==> src/rtl/regfile_seq_pkg.sv <==
// Shared types and constants for the register-file bus sequencer.
// Holds the command op encoding, register index names, FSM states, the
// packed command payload carried through the FIFO and the onehot() helper.
package regfile_seq_pkg;

  localparam int unsigned REG_COUNT       = 11;
  localparam int unsigned REG_WIDTH       = 12;
  localparam int unsigned IDX_WIDTH       = 4;
  localparam int unsigned FIFO_DEPTH_DFLT = 4;

  typedef enum logic [1:0] {
    OP_MOVE     = 2'd0,
    OP_LOAD_IMM = 2'd1,
    OP_INC      = 2'd2,
    OP_CLR      = 2'd3
  } op_e;

  // Register file map
  localparam logic [IDX_WIDTH-1:0] REG_R       = 4'd0;
  localparam logic [IDX_WIDTH-1:0] REG_ROW     = 4'd1;
  localparam logic [IDX_WIDTH-1:0] REG_CAT     = 4'd2;
  localparam logic [IDX_WIDTH-1:0] REG_CB      = 4'd3;
  localparam logic [IDX_WIDTH-1:0] REG_RNOW    = 4'd4;
  localparam logic [IDX_WIDTH-1:0] REG_CATNOW  = 4'd5;
  localparam logic [IDX_WIDTH-1:0] REG_CBNOW   = 4'd6;
  localparam logic [IDX_WIDTH-1:0] REG_ALPHAP  = 4'd7;
  localparam logic [IDX_WIDTH-1:0] REG_BETAP   = 4'd8;
  localparam logic [IDX_WIDTH-1:0] REG_GAMMAP  = 4'd9;
  localparam logic [IDX_WIDTH-1:0] REG_TOTAL   = 4'd10;

  typedef enum logic [1:0] {
    ST_IDLE  = 2'd0,
    ST_READ  = 2'd1,
    ST_WRITE = 2'd2
  } state_e;

  typedef struct packed {
    op_e                  op;
    logic [IDX_WIDTH-1:0] src;
    logic [IDX_WIDTH-1:0] dst;
    logic [REG_WIDTH-1:0] imm;
  } cmd_t;

  localparam int unsigned CMD_WIDTH = $bits(cmd_t);

  // Register index to strobe vector; caller guarantees idx < REG_COUNT.
  function automatic logic [REG_COUNT-1:0] onehot(input logic [IDX_WIDTH-1:0] idx);
    return REG_COUNT'(1) << idx;
  endfunction

endpackage

==> src/rtl/regfile_cmd_fifo.sv <==
// Synchronous command FIFO with wrap-around pointers.
// Ports: clk, reset (sync, active-high), push_i/data_i write side,
// pop_i read side, head_o (current head entry), full_o, empty_o,
// count_o (entries held). Push when full and pop when empty are ignored.
module regfile_cmd_fifo #(
  parameter int unsigned WIDTH = 8,
  parameter int unsigned DEPTH = 4,
  localparam int unsigned AW   = $clog2(DEPTH),
  localparam int unsigned CW   = AW + 1
) (
  input  logic             clk,
  input  logic             reset,
  input  logic             push_i,
  input  logic [WIDTH-1:0] data_i,
  input  logic             pop_i,
  output logic [WIDTH-1:0] head_o,
  output logic             full_o,
  output logic             empty_o,
  output logic [CW-1:0]    count_o
);

  logic [WIDTH-1:0] mem_q [DEPTH];
  logic [AW-1:0]    wr_ptr_q;
  logic [AW-1:0]    rd_ptr_q;
  logic [CW-1:0]    count_q;
  logic             push_ok;
  logic             pop_ok;

  assign full_o  = (count_q == CW'(DEPTH));
  assign empty_o = (count_q == '0);
  assign count_o = count_q;
  assign head_o  = mem_q[rd_ptr_q];
  assign push_ok = push_i && !full_o;
  assign pop_ok  = pop_i && !empty_o;

  // Pointers wrap naturally because DEPTH is a power of two
  always_ff @(posedge clk) begin
    if (reset) begin
      wr_ptr_q <= '0;
      rd_ptr_q <= '0;
      count_q  <= '0;
    end else begin
      if (push_ok) begin
        mem_q[wr_ptr_q] <= data_i;
        wr_ptr_q        <= wr_ptr_q + AW'(1);
      end
      if (pop_ok) begin
        rd_ptr_q <= rd_ptr_q + AW'(1);
      end
      count_q <= count_q + CW'(push_ok) - CW'(pop_ok);
    end
  end

endmodule

==> src/rtl/regfile_bus_sequencer.sv <==
// Command-driven bus master for the 11-entry core register file.
// Commands (MOVE, LOAD_IMM, INC, CLR) arrive over cmd_valid/cmd_ready, are
// queued in regfile_cmd_fifo and turned into one-hot read/write strobes.
// Ports: clk, reset (sync, active-high); cmd_valid/cmd_ready/cmd_op/cmd_src/
// cmd_dst/cmd_imm command side; rf_data from the register file dataout;
// read_en/write_en/bus_out to the register file; done, err, busy status.
// All outputs registered.
// Build option: define REGFILE_SEQ_INC_EN to support INC; otherwise INC is
// treated as an illegal command.
module regfile_bus_sequencer
  import regfile_seq_pkg::*;
#(
  parameter int unsigned FIFO_DEPTH = FIFO_DEPTH_DFLT
) (
  input  logic                 clk,
  input  logic                 reset,
  input  logic                 cmd_valid,
  output logic                 cmd_ready,
  input  logic [1:0]           cmd_op,
  input  logic [IDX_WIDTH-1:0] cmd_src,
  input  logic [IDX_WIDTH-1:0] cmd_dst,
  input  logic [REG_WIDTH-1:0] cmd_imm,
  input  logic [REG_WIDTH-1:0] rf_data,
  output logic [REG_COUNT-1:0] read_en,
  output logic [REG_COUNT-1:0] write_en,
  output logic [REG_WIDTH-1:0] bus_out,
  output logic                 done,
  output logic                 err,
  output logic                 busy
);

  localparam int unsigned CW = $clog2(FIFO_DEPTH) + 1;

  state_e                state_q, state_d;
  logic [IDX_WIDTH-1:0]  cur_dst_q, cur_dst_d;
  logic [REG_COUNT-1:0]  read_en_q, read_en_d;
  logic [REG_COUNT-1:0]  write_en_q, write_en_d;
  logic [REG_WIDTH-1:0]  bus_out_q, bus_out_d;  // doubles as the hold register
  logic                  done_q, done_d;
  logic                  err_q, err_d;
  logic                  busy_q, busy_d;
  logic                  cmd_ready_q, cmd_ready_d;
`ifdef REGFILE_SEQ_INC_EN
  logic                  cur_inc_q, cur_inc_d;
`endif

  logic                  fifo_push;
  logic                  fifo_pop;
  logic                  fifo_full;
  logic                  fifo_empty;
  logic [CW-1:0]         fifo_count;
  logic [CW-1:0]         count_next;
  logic [CMD_WIDTH-1:0]  fifo_head;
  cmd_t                  head;
  logic                  src_ok;
  logic                  dst_ok;
  logic                  head_legal;

  assign fifo_push = cmd_valid && !fifo_full;
  assign head      = cmd_t'(fifo_head);

  regfile_cmd_fifo #(
    .WIDTH (CMD_WIDTH),
    .DEPTH (FIFO_DEPTH)
  ) u_fifo (
    .clk     (clk),
    .reset   (reset),
    .push_i  (fifo_push),
    .data_i  ({cmd_op, cmd_src, cmd_dst, cmd_imm}),
    .pop_i   (fifo_pop),
    .head_o  (fifo_head),
    .full_o  (fifo_full),
    .empty_o (fifo_empty),
    .count_o (fifo_count)
  );

  // Legality of the FIFO head: only fields the op uses are range-checked
  always_comb begin
    head_legal = 1'b0;
    src_ok     = (head.src < IDX_WIDTH'(REG_COUNT));
    dst_ok     = (head.dst < IDX_WIDTH'(REG_COUNT));
    case (head.op)
      OP_MOVE: head_legal = src_ok && dst_ok;
`ifdef REGFILE_SEQ_INC_EN
      OP_INC:  head_legal = src_ok && dst_ok;
`else
      OP_INC:  head_legal = 1'b0;
`endif
      default: head_legal = dst_ok;
    endcase
  end

  // Next-state and registered-output logic
  always_comb begin
    state_d    = state_q;
    cur_dst_d  = cur_dst_q;
    read_en_d  = '0;
    write_en_d = '0;
    bus_out_d  = bus_out_q;
    done_d     = 1'b0;
    err_d      = 1'b0;
    fifo_pop   = 1'b0;
`ifdef REGFILE_SEQ_INC_EN
    cur_inc_d  = cur_inc_q;
`endif

    case (state_q)
      ST_READ: begin
        // rf_data reflects the register selected during this READ cycle
`ifdef REGFILE_SEQ_INC_EN
        bus_out_d = cur_inc_q ? (rf_data + REG_WIDTH'(1)) : rf_data;
`else
        bus_out_d = rf_data;
`endif
        write_en_d = onehot(cur_dst_q);
        done_d     = 1'b1;
        state_d    = ST_WRITE;
      end
      default: begin
        // IDLE and WRITE both issue the next command without a bubble
        state_d = ST_IDLE;
        if (!fifo_empty) begin
          fifo_pop = 1'b1;
          if (!head_legal) begin
            err_d = 1'b1;
          end else begin
            case (head.op)
              OP_MOVE, OP_INC: begin
                read_en_d = onehot(head.src);
                cur_dst_d = head.dst;
`ifdef REGFILE_SEQ_INC_EN
                cur_inc_d = (head.op == OP_INC);
`endif
                state_d   = ST_READ;
              end
              OP_LOAD_IMM: begin
                write_en_d = onehot(head.dst);
                bus_out_d  = head.imm;
                done_d     = 1'b1;
                state_d    = ST_WRITE;
              end
              default: begin
                write_en_d = onehot(head.dst);
                bus_out_d  = '0;
                done_d     = 1'b1;
                state_d    = ST_WRITE;
              end
            endcase
          end
        end
      end
    endcase

    count_next  = fifo_count + CW'(fifo_push) - CW'(fifo_pop);
    busy_d      = (state_d != ST_IDLE) || (count_next != '0);
    cmd_ready_d = (count_next != CW'(FIFO_DEPTH));
  end

  // State and output registers
  always_ff @(posedge clk) begin
    if (reset) begin
      state_q     <= ST_IDLE;
      cur_dst_q   <= '0;
      read_en_q   <= '0;
      write_en_q  <= '0;
      bus_out_q   <= '0;
      done_q      <= 1'b0;
      err_q       <= 1'b0;
      busy_q      <= 1'b0;
      cmd_ready_q <= 1'b1;
`ifdef REGFILE_SEQ_INC_EN
      cur_inc_q   <= 1'b0;
`endif
    end else begin
      state_q     <= state_d;
      cur_dst_q   <= cur_dst_d;
      read_en_q   <= read_en_d;
      write_en_q  <= write_en_d;
      bus_out_q   <= bus_out_d;
      done_q      <= done_d;
      err_q       <= err_d;
      busy_q      <= busy_d;
      cmd_ready_q <= cmd_ready_d;
`ifdef REGFILE_SEQ_INC_EN
      cur_inc_q   <= cur_inc_d;
`endif
    end
  end

  assign read_en   = read_en_q;
  assign write_en  = write_en_q;
  assign bus_out   = bus_out_q;
  assign done      = done_q;
  assign err       = err_q;
  assign busy      = busy_q;
  assign cmd_ready = cmd_ready_q;

endmodule

==> config.mk <==
export PLATFORM = sky130hd
export DESIGN_NAME = regfile_bus_sequencer
export DESIGN_NICKNAME = d
export VERILOG_FILES = /design/src/rtl/regfile_seq_pkg.sv /design/src/rtl/regfile_cmd_fifo.sv /design/src/rtl/regfile_bus_sequencer.sv
export SDC_FILE = /design/constraint.sdc
export NUM_CORES = 1
export LEC_CHECK = 0
export CAP_MARGIN = 10
export CORE_MARGIN = 2
export CORE_UTILIZATION = 58
export CTS_CLUSTER_DIAMETER = 120
export CTS_CLUSTER_SIZE = 30
export DETAILED_ROUTE_END_ITERATION = 7
export GPL_TIMING_DRIVEN = 0
export PLACE_DENSITY = 0.91
export SLEW_MARGIN = 20
export SYNTH_ARGS = -nofsm -noshare
export SYNTH_HDL_FRONTEND = slang
export SYNTH_SLANG_ARGS = --single-unit
==> constraint.sdc <==
create_clock -name clk -period 4.4 [get_ports clk]
set_input_delay 0.88 -clock clk [delete_from_list [all_inputs] [get_ports clk]]
set_output_delay 0.88 -clock clk [all_outputs]
set_load 0.02 [all_outputs]
# Word-level counts from Yosys, hierarchy flattened

Memories as Yosys holds them, arrays and structs flattened. A register that Yosys moved wholly into a read port is not among the register bits.
Cells that the tools add are included.

Memories kept: 1
Memory bits (writable): 88
Register bits after elaboration: 51
Word-level logic and storage cells: 77

Bitwise operators: 4
Order comparisons: 2
Shift-type cells: 3
Add/subtract/negate cells: 6
Reduce and logical (&&, ||, !) cells: 17
Equal/unequal tests: 7
Multiplexer cells: 25

Memory list:

| memory       | depth | bits a word | rd ports | clocked after memory_dff | wr ports | line                   | text |
|---|---|---|---|---|---|---|---|
| u_fifo.mem_q | 4     | 22          | 1        | 1                        | 1        | regfile_cmd_fifo.sv:22 | `logic [WIDTH-1:0] mem_q [DEPTH];` |

Operators by type and width:

| operator                                              | number |
|---|---|
| two-way mux 11 bit                                    | 4 |
| two-way mux 12 bit                                    | 3 |
| << shifter 1 x 4 -> 11 bit, first input constant      | 3 |
| one-hot mux 12 bit (2 select lines)                   | 1 |
| two-way mux 2 bit                                     | 6 |
| two-way mux 1 bit                                     | 10 |
| less-than comparator 4 bit, second input constant     | 2 |
| adder 3 x 1 -> 3 bit                                  | 2 |
| subtractor 3 x 1 -> 3 bit                             | 2 |
| OR reduction 5 bit                                    | 1 |
| adder 2 x 1 -> 2 bit, second input constant           | 2 |
| == test 2 x 1 -> 1 bit, second input constant         | 2 |
| logical AND 1 bit                                     | 4 |
| inequality test 2 x 1 -> 1 bit, second input constant | 2 |
| NOT 1 bit                                             | 4 |
| AND reduction 4 bit                                   | 1 |
| nonzero test 2 bit                                    | 2 |
| == test 3 bit, second input constant                  | 1 |
| zero test 3 bit                                       | 1 |
| inequality test 3 bit, second input constant          | 1 |
| AND reduction 3 bit                                   | 1 |
| nonzero test 3 bit                                    | 1 |
| OR reduction 3 bit                                    | 1 |
| == test 2 bit, second input constant                  | 1 |
| other kinds (5)                                       | 6 |

# Longest topological paths before layout

Depth in word-level cells: 8
Mapped depth: 9
Gate-level depth less buffers: 9

# Cells and area by module

From an unflattened synthesis, not the netlist that was laid out.

Cell total of the unflattened synthesis: 353
Area total of the unflattened synthesis: 5430.2 um2

By module, submodules not included:

| module                | area an instance (um2) | instances | cells an instance |
|---|---|---|---|
| regfile_cmd_fifo      | 3662.3                 | 1         | 165 |
| regfile_bus_sequencer | 1767.9                 | 1         | 188 |

# Least setup slack after synthesis

OpenSTA, ideal clock, no wires.

Path type: input to register
From: in cmd_valid
To: mem u_fifo.mem_q[0][0] (netlist name) (enable)
Slack: 1.979 ns
Required time: 4.019 ns
Stages: 4
Arrival time: 2.041 ns
Library setup time: 0.381 ns
Path through: inv_1 -> a31oi_1 -> nor2b_1 -> and2_1

Cells in the longest elaborated chain, start to end: 5

RTL lines:

| item                                    | line                        | text |
|---|---|---|
| from (decl)                             | regfile_bus_sequencer.sv:17 | `input logic cmd_valid,` |
| logical AND 1 bit                       | regfile_bus_sequencer.sv:59 | `assign fifo_push = cmd_valid && !fifo_full;` |
| logical AND 1 bit                       | regfile_cmd_fifo.sv:33      | `assign push_ok = push_i && !full_o;` |
| net u_fifo.push_ok                      | regfile_cmd_fifo.sv:26      | `logic push_ok;` |
| two-way mux 1 bit                       | regfile_cmd_fifo.sv:43      | `if (push_ok) begin` |
| two-way mux 1 bit                       | regfile_cmd_fifo.sv:38      | `if (reset) begin` |
| two-way mux 1 bit (implied by the code) | regfile_cmd_fifo.sv:44      | `mem_q[wr_ptr_q] <= data_i;` |
| to (decl)                               | regfile_cmd_fifo.sv:22      |  |

The timed path passes the listed nets, and every way through them passes these cells.

# Worst setup path after layout

From: reg u_fifo.count_q[1] (netlist: u_fifo.count_o[1])
To: reg busy_q (netlist: busy)

Cells in the longest elaborated chain, start to end: 7

RTL lines:

| item                      | line                         | text |
|---|---|---|
| from (decl)               | regfile_cmd_fifo.sv:25       | `logic [CW-1:0] count_q;` |
| from (signal assigned)    | regfile_cmd_fifo.sv:50       | `count_q <= count_q + CW'(push_ok) - CW'(pop_ok);` |
| == test 3 bit             | regfile_cmd_fifo.sv:29       | `assign full_o = (count_q == CW'(DEPTH));` |
| zero test 1 bit           | regfile_bus_sequencer.sv:59  |  |
| logical AND 1 bit         | regfile_bus_sequencer.sv:59  |  |
| adder 3 x 1 -> 3 bit      | regfile_bus_sequencer.sv:154 | `count_next = fifo_count + CW'(fifo_push) - CW'(fifo_pop);` |
| subtractor 3 x 1 -> 3 bit | regfile_bus_sequencer.sv:154 |  |
| nonzero test 3 bit        | regfile_bus_sequencer.sv:155 | `busy_d = (state_d != ST_IDLE) \|\| (count_next != '0);` |
| logical OR 1 bit *        | regfile_bus_sequencer.sv:155 |  |
| to (signal assigned)      | regfile_bus_sequencer.sv:182 | `busy_q <= busy_d;` |
| to (decl)                 | regfile_bus_sequencer.sv:41  | `logic busy_q, busy_d;` |

Mark *: on every way between the ends. The rest lies on a longest branch, timed or not.
A chain may end at the register's enable or synchronous reset.

==> results.sh <==
export IMPL_startpoint_type="flip-flop"
export IMPL_cts_hold_buffers_added=0
export IMPL_arrival_ns=3.22
export IMPL_drt_total_wl_um=12150
export IMPL_synth_cells=357
export IMPL_post_cts_resized=0
export IMPL_post_cts_setup_buffers=0
export IMPL_cp_required_ns=4.77
export IMPL_wl_per_cell_um=21.21
export IMPL_syn_area_um2=5415
export IMPL_grt_pass1_wl_um=18850
export IMPL_routabilityCongestion=0.8057
export IMPL_critPathCaptureType="flip-flop"
export IMPL_nNetsFinal=495
export IMPL_status="finished clean"
export IMPL_worstMarginPinSlew_ns=0.6404
export IMPL_route_detailed_drc=0
export IMPL_slew_headroom_pct=57.31
export IMPL_cts_sinks=140
export IMPL_tritoncts="built"
export IMPL_critPathKind="reg -> reg"
export IMPL_synth_edf_count=88
export IMPL_setup_tns_final_ns=0
export IMPL_p_per_area_nw_per_um2=621.7
export IMPL_post_place_ws_ns=0.9617
export IMPL_clk_transition_reported_paths_ns=0.06
export IMPL_area_growth_pct=26.55
export IMPL_synth_seq_cells=140
export IMPL_num_vias=3507
export IMPL_grt_max_degree=23
export IMPL_fp_row_count=35
export IMPL_final_hold_viol_count=0
export IMPL_syn_avg_cell_area_um2=15.17
export IMPL_clock_skew_ns=0.01015
export IMPL_dieArea_um2=10130
export IMPL_antenna_found_initial=0
export IMPL_cts_buffers=17
export IMPL_initialDrtViolationCount=348
export IMPL_irDropWorstVdd_v=0.0003554
export IMPL_start_util_pct=59.17
export IMPL_finalSetupViolCount=0
export IMPL_yosysSeqAreaShare_pct=68.02
export IMPL_min_path_type="reg -> reg"
export IMPL_worst_slack_ns=1.555
export IMPL_yosys_area_top_type="edfxtp_1"
export IMPL_drv_cap=0
export IMPL_ys_warn_count=0
export IMPL_period_share_pct=64.66
export IMPL_grt_use_total_pct=25.72
export IMPL_final_min_clock_period_ns=2.845
export IMPL_fp_dieH_um=100.6
export IMPL_synth_distinct_cells=42
export IMPL_clk_path_buf_depth=2
export IMPL_cts_max_level=4
export IMPL_viasPerCell=6.120
export IMPL_final_util_pct=74.87
export IMPL_path_max_fanout=7
export IMPL_finalMaxSlewViolations=0
export IMPL_async_flop_share_pct=0
export IMPL_cts_root_buf="clkbuf_8"
export IMPL_grt_overflow_total=0
export IMPL_drive_gt1_share_pct=13.20
export IMPL_synth_top_area_share_pct=48.80
export IMPL_dieWidth_um=100.6
export IMPL_synthFlopType="edfxtp_1"
export IMPL_io_pins=75
export IMPL_synth_fp_nets=403
export IMPL_ant_nets=0
export IMPL_rsz0062_at_grt="false"
export IMPL_diodes=0
export IMPL_leakage_nw=2.319
export IMPL_place_port_buffers=73
export IMPL_dpl_hpwl_um=7354
export IMPL_fmax_ghz=0.3515
export IMPL_grt_pass1_vias=3482
export IMPL_core_region_area_um2=9153
export IMPL_dr_pass1_iters=5
export IMPL_synthTopCellsByArea="edfxtp_1, dfxtp_1, mux4_2, mux4_1, nor2_1"
export IMPL_insertion_delay_ns=0.53
==> metrics by stage <==
stage	power, mW	instance area, um^2	cells	hold WS, ns
2_1_floorplan	2.471	5415	357	0.4756
3_3_place_gp	2.793	6285	541	0.4673
3_5_place_dp	2.854	6285	541	0.4780
4_1_cts	4.245	6848	573	0.4862
5_1_grt	4.419	6853	573	0.5076
6_report	4.260	6853	573	0.4853
==> area by class of cell <==
class / instances / area, um^2
Inverter: 9 / 33.78
Sequential cell: 140 / 3684
Buffer: 16 / 77.57
Clock inverter: 13 / 141.4
Fill cell: 493 / 2300
Timing Repair Buffer: 73 / 730.7
Tap cell: 111 / 138.9
Clock buffer: 19 / 421.7
Multi-Input combinational cell: 192 / 1625
==> path summary, 6_finish.rpt <==
kind | from | endpoint | slack, ns | depth (start not counted)
hold reg to reg | bus_out[1] | bus_out[1] | 0.49 | 2
setup / recovery | u_fifo.count_o[1] | busy | 1.55 | 9
hold / removal | bus_out[1] | bus_out[1] | 0.49 | 2
setup reg to reg | u_fifo.count_o[1] | busy | 1.55 | 9
==> placed cells by master, fill, tap and decap left out, types with 3 or more instances in the layout <==
cell | synthesis | final
nand2_1 | 16 | 16
inv_1 | 9 | 9
nor2b_1 | 7 | 7
nor2_1 | 49 | 49
clkbuf_16 | 0 | 16
ha_1 | 7 | 7
a31oi_1 | 3 | 3
and2_2 | 0 | 4
or3b_1 | 5 | 5
clkbuf_1 | 11 | 13
or3b_2 | 8 | 8
edfxtp_1 | 88 | 88
clkdlybuf4s50_1 | 0 | 73
a21oi_1 | 6 | 6
a22oi_1 | 9 | 9
dfxtp_1 | 52 | 52
nand3_1 | 5 | 5
a311oi_1 | 12 | 12
mux4_2 | 13 | 13
nor3_1 | 3 | 3
mux4_1 | 9 | 9
o21ai_0 | 6 | 6
xnor2_1 | 4 | 4
inv_6 | 0 | 3
clkinvlp_4 | 0 | 5
==> critical path, cell delays in order (launching register included) <==
cell,delay [ns]
dfxtp_1,0.37
nor3_1,0.43
nor2_1,0.22
ha_1,0.36
inv_1,0.07
ha_1,0.21
fa_1,0.40
xnor2_1,0.18
nor4_1,0.30
a31oi_1,0.16
==> where the power goes <==
| group | internal [mW] | switching (mW) | total (mW) |
|---|---|---|---|
| combinational | 0.545 | 0.716 | 1.26 |
| clock | 0.809 | 0.553 | 1.36 |
| sequential | 1.55 | 0.0888 | 1.64 |
| total | 2.90 | 1.36 | 4.26 |
==> cell usage after synthesis (3+ instances only) <==
master,instances
a21oi_1,6
a22oi_1,9
a311oi_1,12
a31oi_1,3
and2_1,5
clkbuf_1,11
dfxtp_1,52
edfxtp_1,88
ha_1,7
inv_1,9
mux4_1,9
mux4_2,13
nand2_1,16
nand3_1,5
nor2_1,49
nor2b_1,7
nor3_1,3
o21ai_0,6
or3b_1,5
or3b_2,8
xnor2_1,4
==> cell families after synthesis <==
family,count (synthesis),synth area share [%]
buffers and inverters,25,2.056
AO/OA/AOI/OAI,40,5.245
adder cells (fa/ha/maj),9,2.357
XOR/XNOR,6,0.9704
multiplexers,23,9.958
flip-flops,140,68.02
AND/OR/NAND/NOR,114,11.39
==> sequential cells by signal, indices dropped and copies added (netlist names), 2 cells and up, named ones only <==
| register | count |
|---|---|
| bus_out | 12 |
| cur_dst_q | 4 |
| read_en | 11 |
| state_q | 2 |
| u_fifo.count_o | 3 |
| u_fifo.mem_q | 88 |
| u_fifo.rd_ptr_q | 2 |
| u_fifo.wr_ptr_q | 2 |
| write_en | 11 |
==> layer usage <==
| layer | routed length, um | global-route usage, % |
|---|---|---|
| met1 | 4680 | 32.53 |
| met2 | 6109 | 42.41 |
| met3 | 930 | 6.865 |
| met4 | 432 | 10.54 |
| met5 | 0 | 0 |
Power figures use the tool's default switching activity.
